==> config.mk <==
export PLATFORM = sky130hd
export DESIGN_NAME = temporal_cmp_bank
export DESIGN_NICKNAME = d
export VERILOG_FILES = /design/src/rtl/temporal_pkg.sv /design/src/rtl/temporal_cmp_chan.sv /design/src/rtl/temporal_cmp_bank.sv
export SDC_FILE = /design/constraint.sdc
export NUM_CORES = 1
export LEC_CHECK = 0
export BUFFER_PORTS_ARGS = -buffer_cell sky130_fd_sc_hd__buf_2
export CORE_MARGIN = 4
export CORE_UTILIZATION = 55
export CTS_CLUSTER_SIZE = 40
export DETAILED_ROUTE_END_ITERATION = 8
export PLACE_DENSITY = 0.8
export RECOVER_POWER = 100
export SKIP_CTS_REPAIR_TIMING = 1
export SYNTH_ARGS = -nofsm -noshare
export SYNTH_HDL_FRONTEND = slang
export SYNTH_SLANG_ARGS = --single-unit
==> constraint.sdc <==
create_clock -name aclk -period 7.6 [get_ports aclk]
set_input_delay 0.38 -clock aclk [delete_from_list [all_inputs] [get_ports aclk]]
set_output_delay 0.38 -clock aclk [all_outputs]
set_load 0.01 [all_outputs]
==> src/rtl/temporal_pkg.sv <==
// temporal_pkg: comparison modes and sizing helpers shared by the race-logic comparator bank
package temporal_pkg;
  typedef enum logic [1:0] {
    CMP_GE  = 2'd0,
    CMP_LT  = 2'd1,
    CMP_MIN = 2'd2,
    CMP_MAX = 2'd3
  } cmp_mode_t;
  function automatic int pulse_cnt_w(input int pw);
    return $clog2(pw + 1);
  endfunction
endpackage

==> src/rtl/temporal_cmp_chan.sv <==
// temporal_cmp_chan: one race-logic channel with arrival/fired flags, event decode and pulse regeneration
module temporal_cmp_chan
  import temporal_pkg::*;
#(
  parameter int GW = 16,
  parameter int PW = 8
) (
  input  logic          aclk,
  input  logic          grst,
  input  logic          clr,
  input  logic          active,
  input  cmp_mode_t     mode,
  input  logic [GW-1:0] gamma_time,
  input  logic          a,
  input  logic          b,
  output logic          q,
  output logic          q_valid,
  output logic [GW-1:0] q_time
);
  localparam int CW = pulse_cnt_w(PW);
  logic a_arr_q, a_arr_d, b_arr_q, b_arr_d, fired_q, fired_d, q_valid_q, q_valid_d;
  logic [CW-1:0] cnt_q, cnt_d;
  logic [GW-1:0] q_time_q, q_time_d;
  logic run, hit, ev;
  always_comb begin
    run = active && !clr;
    hit = mode == CMP_GE  ? a && !a_arr_q && !b_arr_q :
          mode == CMP_LT  ? a && !a_arr_q && !b_arr_q && !b :
          mode == CMP_MIN ? (a || b) && !a_arr_q && !b_arr_q :
                            (a || a_arr_q) && (b || b_arr_q);
    // the saturated horizon stands for "never": arrivals there are too late to win
    ev = run && gamma_time != '1 && !fired_q && hit;
    a_arr_d = !clr && (a_arr_q || (run && a));
    b_arr_d = !clr && (b_arr_q || (run && b));
    fired_d = !clr && (fired_q || ev);
    q_valid_d = !clr && (q_valid_q || ev);
    cnt_d = clr ? '0 : ev ? CW'(PW) : cnt_q != '0 ? cnt_q - CW'(1) : cnt_q;
    q_time_d = clr ? '0 : ev ? gamma_time : q_time_q;
  end
  always_ff @(posedge aclk or posedge grst) begin
    if (grst) begin
      a_arr_q <= 1'b0;
      b_arr_q <= 1'b0;
      fired_q <= 1'b0;
      q_valid_q <= 1'b0;
      cnt_q <= '0;
      q_time_q <= '0;
    end else begin
      a_arr_q <= a_arr_d;
      b_arr_q <= b_arr_d;
      fired_q <= fired_d;
      q_valid_q <= q_valid_d;
      cnt_q <= cnt_d;
      q_time_q <= q_time_d;
    end
  end
  assign q = cnt_q != '0;
  assign q_valid = q_valid_q;
  assign q_time = q_time_q;
endmodule

==> src/rtl/temporal_cmp_bank.sv <==
// temporal_cmp_bank: N-channel race-logic comparator bank sharing one saturating gamma time base
module temporal_cmp_bank
  import temporal_pkg::*;
#(
  parameter int N_CH              = 8,
  parameter int GAMMA_CYCLE_WIDTH = 16,
  parameter int PULSE_WIDTH       = 8
) (
  input  logic                           aclk,
  input  logic                           grst,
  input  logic                           gamma_start,
  input  logic [1:0]                     mode,
  input  logic [N_CH-1:0]                a,
  input  logic [N_CH-1:0]                b,
  output logic [N_CH-1:0]                q,
  output logic [N_CH*GAMMA_CYCLE_WIDTH-1:0] q_time,
  output logic [N_CH-1:0]                q_valid,
  output logic [GAMMA_CYCLE_WIDTH-1:0]   gamma_time,
  output logic                           active
);
  localparam int GW = GAMMA_CYCLE_WIDTH;
  if (PULSE_WIDTH < 1) begin : g_pw_chk
    $error("PULSE_WIDTH must be >= 1");
  end
  logic [GW-1:0] gamma_time_q, gamma_time_d;
  logic active_q, active_d;
  cmp_mode_t mode_q, mode_d;
  always_comb begin
    gamma_time_d = gamma_start ? '0 :
                   active_q && gamma_time_q != '1 ? gamma_time_q + GW'(1) : gamma_time_q;
    active_d = active_q || gamma_start;
    mode_d = gamma_start ? cmp_mode_t'(mode) : mode_q;
  end
  always_ff @(posedge aclk or posedge grst) begin
    if (grst) begin
      gamma_time_q <= '0;
      active_q <= 1'b0;
      mode_q <= CMP_GE;
    end else begin
      gamma_time_q <= gamma_time_d;
      active_q <= active_d;
      mode_q <= mode_d;
    end
  end
  for (genvar i = 0; i < N_CH; i++) begin : g_chan
    temporal_cmp_chan #(.GW(GW), .PW(PULSE_WIDTH)) u_chan (
      .aclk      (aclk),
      .grst      (grst),
      .clr       (gamma_start),
      .active    (active_q),
      .mode      (mode_q),
      .gamma_time(gamma_time_q),
      .a         (a[i]),
      .b         (b[i]),
      .q         (q[i]),
      .q_valid   (q_valid[i]),
      .q_time    (q_time[i*GW +: GW])
    );
  end
  assign gamma_time = gamma_time_q;
  assign active = active_q;
endmodule

After elaboration in Yosys (flattened, before gate mapping)

Index checks and enable logic that the tools add are counted.

Input port bits: 21
Flip-flop bits (word level): 211
Output and inout port bits: 161

Multiplexer cells: 66
Equal/unequal tests: 3
Add/sub/neg operators: 9
Reduce and logical (&&, ||, !) cells: 231

Operators with widths:

| operator              | number |
|---|---|
| $mux 16               | 18 |
| $logic_and 1x1->1     | 115 |
| $mux 4                | 24 |
| $logic_or 1x1->1      | 57 |
| $logic_not 1->1       | 33 |
| $reduce_bool 4->1     | 8 |
| $sub 4x1->4 const B   | 8 |
| $mux 1                | 24 |
| $reduce_bool 3->1     | 8 |
| $reduce_bool 2->1     | 9 |
| $add 16x1->16 const B | 1 |
| $ne 16x16->1 const B  | 1 |
| $eq 2x1->1 const B    | 1 |
| $eq 2x2->1 const B    | 1 |
| $logic_not 2->1       | 1 |

Logic depth before layout (Yosys ltp)

Gate-level depths: netlist of run 1.

Word-level depth: 9
Gate-level depth with buffers: 9
Depth with buffers taken out: 6

Modules after synthesis

From an unflattened synthesis of run 1, not the netlist that was laid out.

Cells, all modules: 887
Area, all modules: 10701.5 um^2

Modules (own cells, without submodules):

| module            | cells an instance | seq. area each (um^2) | times used | area an instance (um^2) |
|---|---|---|---|---|
| temporal_cmp_chan | 99                | 600.6                 | 8          | 1216.2 |
| temporal_cmp_bank | 95                | 475.5                 | 1          | 972.2 |

Least setup slack after synthesis of run 1

Ideal clock, no wire load.

Path type: flip-flop to flip-flop
Start point: reg gamma_time_q[0] (netlist: gamma_time[0])
End point: reg g_chan[1].u_chan.fired_q
Path buffers: 2
Data arrival time: 1.918 ns
Path slack: 5.546 ns
Period minus slack after synthesis: 2.054 ns
Stages on the path, launching flop included: 9
Library setup time: 0.136 ns
Cells stage by stage: dfrtp_1 > ha_1 > nand2_1 > or4_4 > o21ai_4 > or2_1 > buf_4 > buf_6 > a21oi_1

Cells in the longest elaborated chain, start to end: 6

Ends and longest elaborated chain:

| element                        | line                    | text |
|---|---|---|
| start: declaration             | temporal_cmp_bank.sv:25 | `logic [GW-1:0] gamma_time_q, gamma_time_d;` |
| start signal: assignment       | temporal_cmp_bank.sv:40 | `gamma_time_q <= gamma_time_d;` |
| $ne 16x16->1                   | temporal_cmp_chan.sv:32 | `ev = run && gamma_time != '1 && !fired_q && hit;` |
| $logic_and 1x1->1 (3 in a row) | temporal_cmp_chan.sv:32 |  |
| $logic_or 1x1->1               | temporal_cmp_chan.sv:35 | `fired_d = !clr && (fired_q \|\| ev);` |
| $logic_and 1x1->1              | temporal_cmp_chan.sv:35 |  |
| net g_chan[1].u_chan.fired_d   | temporal_cmp_chan.sv:21 | `logic a_arr_q, a_arr_d, b_arr_q, b_arr_d, fired_q, fired_d, q_valid_q, q_valid_d;` |
| end signal: assignment         | temporal_cmp_chan.sv:51 | `fired_q <= fired_d;` |
| end: declaration               | temporal_cmp_chan.sv:21 |  |

The timed path passes the listed nets, and every way through them passes these cells.
A chain may end at the register's enable or synchronous reset.

==> impl_metrics.toml, run 1 <==
[outcome]
status = "finished with violations"
violations = "capacitance limit, slew limit"

[global_route]
grt_max_degree = 152
grt_antenna_before_repair = 0
grt_pass1_vias = 7403
track_usage = 0.245
grt_overflow = 0
grt_first_pass_wirelength_um = 40300

[power_and_ir_drop]
p_switching_mw = 0.887
seq_power_share = 0.413
pwr-share-comb = 0.204
p_per_area_mw_per_mm2 = 273
p_clk_frac = 0.384
switching_share = 0.286
vdd_drop_max_v = 0.000153
p_leak_nw = 5.34
cell_internal_pwr_mw = 2.22

[synthesis]
ys_types = 59
yosys-top-cells-count = "dfrtp_1, nand2b_1, mux2i_1"
synth-edff-count = 0
synth_seq_cells = 211
syn_inst = 920
synth_most_common_cell = "dfrtp_1"
syn_area_mm2 = 0.00999
yosys.area.top_type_share = 0.529
synth_ff_type = "dfrtp_1"
synth_area_per_cell_um2 = 10.9
async_reset_ff_frac = 1.00
yosysWarnings = 0
synth.area.top_cells = "dfrtp_1, mux2i_1, nand2b_1"
synth_fp_nets = 950
ys_seq_area_frac = 0.529
yosys.area.top_type = "dfrtp_1"

[flow_run]
cap_violations = 4

[final_layout]
multiInputGateArea_mm2 = 0.00412
n_fill_cell = 1531
num_antenna_cells = 0
drive_above_1_share = 0.0763
syn_to_final_growth_pct = 13.9
seq_area_mm2 = 0.00528
final_net_count = 1088

[floorplanning]
start_util = 0.558
num_rows = 49
die_area_mm2 = 0.0204
core_mm2 = 0.0179
ios = 182
dieWidth_um = 143
die_h_um = 143

[routing]
drc = 0
drt_iter0_markers = 417
firstDrtPassIters = 8
num_vias = 7430
detail_route.vias_per_cell = 5.70
wirelength_um = 24900
ant_nets = 0
wire_per_inst_um = 19.1

[clock_network]
clockBufferDepth = 3
htree_levels = 1
clkLatencyLatePin_ns = 0.51
cts_tree = "done"
cts_root_buf = "clkbuf_16"
cts.sinks = 211
numCtsBuffers = 23
cts.clk_slew.worst_paths_ns = 0.06

[worst_setup_path]
path_cells = "clkbuf_1 -> inv_8 -> clkbuf_1"
path_common_cell = "clkbuf_1"
crit_path_start_kind = "primary input"
worstPathRequired_ns = 7.34
path_max_fanout = 141
end_kind = "async pin"
cpPeakStageDelay_ns = 2.71
slowest_stage = "clkbuf_1"
worstSetupPathType = "primary input to async pin"
arrival_ns = 4.01

[timing]
hold_slack_ns = 0.0863
fin_crit_ns = 4.27
finalMaxSlewViolations = 196
rsz0062_at_grt = "no"
finalSetupViolCount = 0
fin_skew_ns = 0.0158
fmax_mhz = 234
worstMarginPinSlew_ns = 3.78
finalCritPeriodShare = 0.561
hold_viol = 0
maxSlewHeadroom = -1.52
final.setup.worst_slack_ns = 3.33
final.setup.tns_ns = 0

[worst_hold_path]
hold_class = "primary input to async pin"

[placed_design]
io_buffers = 181
gp_congestion = 0.853
hpwl_um = 16000
place_ws_ns = 4.72
power groups by stage:
stage / Clock (mW) / Sequential [mW] / Combinational, mW
2_1_floorplan: 0 / 1.28 / 0.577
3_3_place_gp: 0 / 1.29 / 0.648
4_1_cts: 1.21 / 1.28 / 0.675
6_report: 1.19 / 1.28 / 0.633
5_1_grt: 1.26 / 1.29 / 0.716
3_5_place_dp: 0 / 1.30 / 0.667
placed cells by master, fill, tap and decap left out, drive strengths merged, types with 9 or more instances in the layout:
master | synthesis | routed
dfrtp | 211 | 211
clkbuf | 38 | 198
nand2b | 112 | 112
mux2i | 111 | 111
nor2 | 76 | 76
a21oi | 59 | 59
o21ai | 49 | 49
inv | 33 | 34
nor3 | 26 | 26
nor2b | 24 | 24
buf | 36 | 20
nand2 | 16 | 16
xnor2 | 12 | 12
or3 | 11 | 11
a211oi | 10 | 10
ha | 9 | 9
kinds of logic (layout without fill, tap and decap cells):
logic type / Yosys count / count (layout) / share of synthesized area
DFF: 211 / 211 / 0.529
and+or+nand+nor: 315 / 315 / 0.180
AOI/OAI and AO/OA: 148 / 148 / 0.0995
xor gates and xnor gates: 15 / 15 / 0.0132
buffers and inverters: 107 / 262 / 0.0521
adders and majority gates: 9 / 9 / 0.0113
muxes: 115 / 115 / 0.116
flip-flops by register name (all words and copies together), names as in the netlist:
| register | flops |
|---|---|
| active | 1 |
| g_chan.u_chan.a_arr_q | 8 |
| g_chan.u_chan.b_arr_q | 8 |
| g_chan.u_chan.cnt_q | 32 |
| g_chan.u_chan.fired_q | 8 |
| g_chan.u_chan.q_time | 128 |
| g_chan.u_chan.q_valid | 8 |
| gamma_time | 16 |
| mode_q | 2 |
layer usage:
layer	share of wire	up-vias	wire length, um	track usage
met5	0	-	0	0
met4	0.032	0	806	0.0870
met3	0.063	46	1570	0.0425
met2	0.48	216	11900	0.389
met1	0.43	3745	10700	0.344
li1	-	3423	-	-
worst max-delay path, delay by kind of cell:
family	cells	cell delay, ns
buf+inv	3	3.47
area by class of cell:
cell class                 instances  area share
sequential                       211       0.464
multi-input combinational        602       0.362
timing repair buffer             187      0.0647
clock buffer                      31      0.0576
tap                              229      0.0252
clock inverter                    11      0.0144
inverter                          33      0.0115
path summary, 6_finish.rpt:
check                                           start                                      end  slack (ns)  depth (start not counted)
setup / recovery                                 grst   g_chan[0].u_chan.q_time[8]$_DFFE_PP0P_        3.33                          3
hold reg to reg    g_chan[2].u_chan.q_valid$_DFF_PP0_       g_chan[2].u_chan.q_valid$_DFF_PP0_        0.50                          2
min in group aclk                             mode[1]                    mode_q[1]$_DFFE_PP0P_        0.13                          2
max in group aclk           gamma_time[1]$_DFFE_PP0P_  g_chan[3].u_chan.q_time[12]$_DFFE_PP0P_        3.34                          8
setup reg to reg            gamma_time[1]$_DFFE_PP0P_  g_chan[3].u_chan.q_time[12]$_DFFE_PP0P_        3.34                          8
hold / removal                                   grst   g_chan[0].u_chan.q_time[4]$_DFFE_PP0P_        0.09                          2
through the flow:
| stage | util | std cells | total power, mW | cell area [um^2] |
|---|---|---|---|---|
| 3_3_place_gp | 0.606 | 1262 | 1.94 | 10800 |
| 3_5_place_dp | 0.606 | 1262 | 1.97 | 10800 |
| 6_report | 0.635 | 1304 | 3.10 | 11400 |
| 4_1_cts | 0.651 | 1304 | 3.16 | 11700 |
| 5_1_grt | 0.635 | 1304 | 3.27 | 11400 |
| 2_1_floorplan | - | 920 | 1.86 | 9990 |
Power figures use the tool's default switching activity.
==> run 2: changes to the inputs <==
CORE_UTILIZATION = 51   (was 55)
PLACE_DENSITY = 0.78   (was 0.8)
clock period = 3.7 ns   (was 7.6 ns; I/O delays follow)
==> run 2 against run 1 <==
Against the previous run:
- critical endpoint is now g_chan[2].u_chan.cnt_q[3]$_DFFE_PP0P_
- clock-buffer cell count decreased by 1
- hold slack got worse by 0.11 ns
- largest cell class unchanged
- worst setup slack lost 2.7 ns
- critical path type is now flip-flop to flip-flop
- core utilization down 2.6 points
- the run ends with hold timing, capacitance limit, slew limit left
==> impl_metrics.toml, run 2 (same netlist as run 1, synthesis figures left out) <==
[global_route]
grt_overflow = 0
grt_pass1_vias = 7105
grt_antenna_before_repair = 0
track_usage = 0.220
grt_max_degree = 140
grt_first_pass_wirelength_um = 38900

[timing]
hold_viol = 5
worstMarginPinSlew_ns = 2.46
finalMaxSlewViolations = 353
finalCritPeriodShare = 0.828
maxSlewHeadroom = -0.642
fmax_mhz = 326
hold_slack_ns = -0.0239
rsz0062_at_grt = "no"
fin_skew_ns = 0.0240
fin_crit_ns = 3.06
finalSetupViolCount = 0
final.setup.tns_ns = 0

[final_layout]
syn_to_final_growth_pct = 15.8
final_net_count = 1104
num_antenna_cells = 0
layout_commonest_cell = "dfrtp_1"
final_core_util = 0.610
layout_common_cells = "dfrtp_1, clkbuf_1, nand2b_1"
largest_register_ffs = 128
drive_above_1_share = 0.0863

[floorplanning]
ios = 182
dieWidth_um = 148
die_h_um = 148
start_util = 0.527
num_rows = 50
die_area_mm2 = 0.0219
core_mm2 = 0.0190

[routing]
drc = 0
wirelength_um = 24700
num_vias = 7367
detail_route.vias_per_cell = 5.46
ant_nets = 0
firstDrtPassIters = 5
drt_iter0_markers = 526
wire_per_inst_um = 18.3

[placed_design]
io_buffers = 181
hpwl_um = 16200
gp_congestion = 0.793

[worst_setup_path]
rrSetupSlack_ns = 0.64
cpPeakStageDelay_ns = 0.84
end_kind = "flip-flop"
arrival_ns = 3.31
path_max_fanout = 23
slowest_stage = "nor4_1"
crit_path_start_kind = "flip-flop"
worstPathRequired_ns = 3.95
cp_num_buf_inv = 1
cp_top_family = "simple AND/OR/NAND/NOR gates"
path_cells = "ha_1 -> nand2_1 -> nor4_1 -> a21oi_2 -> buf_4 -> nand2_2 -> a21oi_1"
worstSetupPathType = "flip-flop to flip-flop"

[clock_network]
cts_root_buf = "clkbuf_16"
clkLatencyLatePin_ns = 0.51
numCtsBuffers = 23
clockBufferDepth = 3
cts_tree = "done"
htree_levels = 1
cts.clk_slew.worst_paths_ns = 0.06
cts.sinks = 211

[power_and_ir_drop]
p_leak_nw = 5.40
switching_share = 0.287
seq_power_share = 0.413
p_per_area_mw_per_mm2 = 550
p_clk_frac = 0.378
pwr-share-comb = 0.209
p_switching_mw = 1.83
vdd_drop_max_v = 0.000308
cell_internal_pwr_mw = 4.53

[flow_run]
cap_violations = 3

[outcome]
status = "finished with violations"
violations = "hold timing, capacitance limit, slew limit"

[worst_hold_path]
hold_class = "primary input to flip-flop"
-- run 2: cell types whose count changed in the layout (fill, tap and decap cells not counted), sizes merged --
cell	delta
dlygate4sd3	+11
buf	+4
clkinv	-2
clkinvlp	+1
-- run 2: power by group through the flow --
stage               sequential, mW  combinational (mW)  clock [mW]
global route                  2.65                1.48        2.55
CTS                           2.63                1.38        2.44
finish                        2.63                1.33        2.40
floorplan                     2.64                1.19           0
global placement              2.66                1.34           0
detailed placement            2.67                1.37           0
-- run 2: final cells by class --
class	count	area, um^2
Sequential cell	211	5280
Clock buffer	30	632
Tap cell	260	325
Timing Repair Buffer	203	881
Fill cell	1640	7390
Multi-Input combinational cell	602	4160
Inverter	33	125
Clock inverter	10	163
-- run 2: layer usage --
metal / share of wire / vias up / track usage
met2: 0.48 / 201 / 0.353
met1: 0.43 / 3681 / 0.310
met3: 0.053 / 40 / 0.0334
li1: - / 3445 / -
met4: 0.028 / 0 / 0.0693
met5: 0 / - / 0
-- run 2: worst reg2reg max path: stages, from the launching register on --
cell and delay (ns):
dfrtp_1 0.46, ha_1 0.27, nand2_1 0.12, nor4_1 0.84, a21oi_2 0.15, buf_4 0.27, nand2_2 0.55, a21oi_1 0.16
-- run 2: path summary, 6_finish.rpt --
path | from | end | cells after the start
min | a[6] | g_chan[6].u_chan.a_arr_q$_DFF_PP0_ | 3
max reg2reg | gamma_time[0]$_DFFE_PP0P_ | g_chan[2].u_chan.cnt_q[3]$_DFFE_PP0P_ | 7
min in group asynchronous | grst | g_chan[2].u_chan.q_time[4]$_DFFE_PP0P_ | 4
max in group asynchronous | grst | g_chan[6].u_chan.q_time[14]$_DFFE_PP0P_ | 4
max | gamma_time[0]$_DFFE_PP0P_ | g_chan[2].u_chan.cnt_q[3]$_DFFE_PP0P_ | 7
min reg2reg | g_chan[0].u_chan.q_valid$_DFF_PP0_ | g_chan[0].u_chan.q_valid$_DFF_PP0_ | 2
-- run 2: through the flow --
stage	setup WS, ns	cells	cell area [um^2]	power [mW]	hold WS (ns)
after CTS	1.05	1338	11700	6.45	-0.186
final	0.637	1349	11600	6.36	-0.0239
after global placement	1.15	1298	10900	4.00	0.356
after floorplan	0.773	920	9990	3.82	0.333
after detailed placement	1.06	1298	10900	4.04	0.358
after global routing	0.452	1349	11600	6.68	0.00212
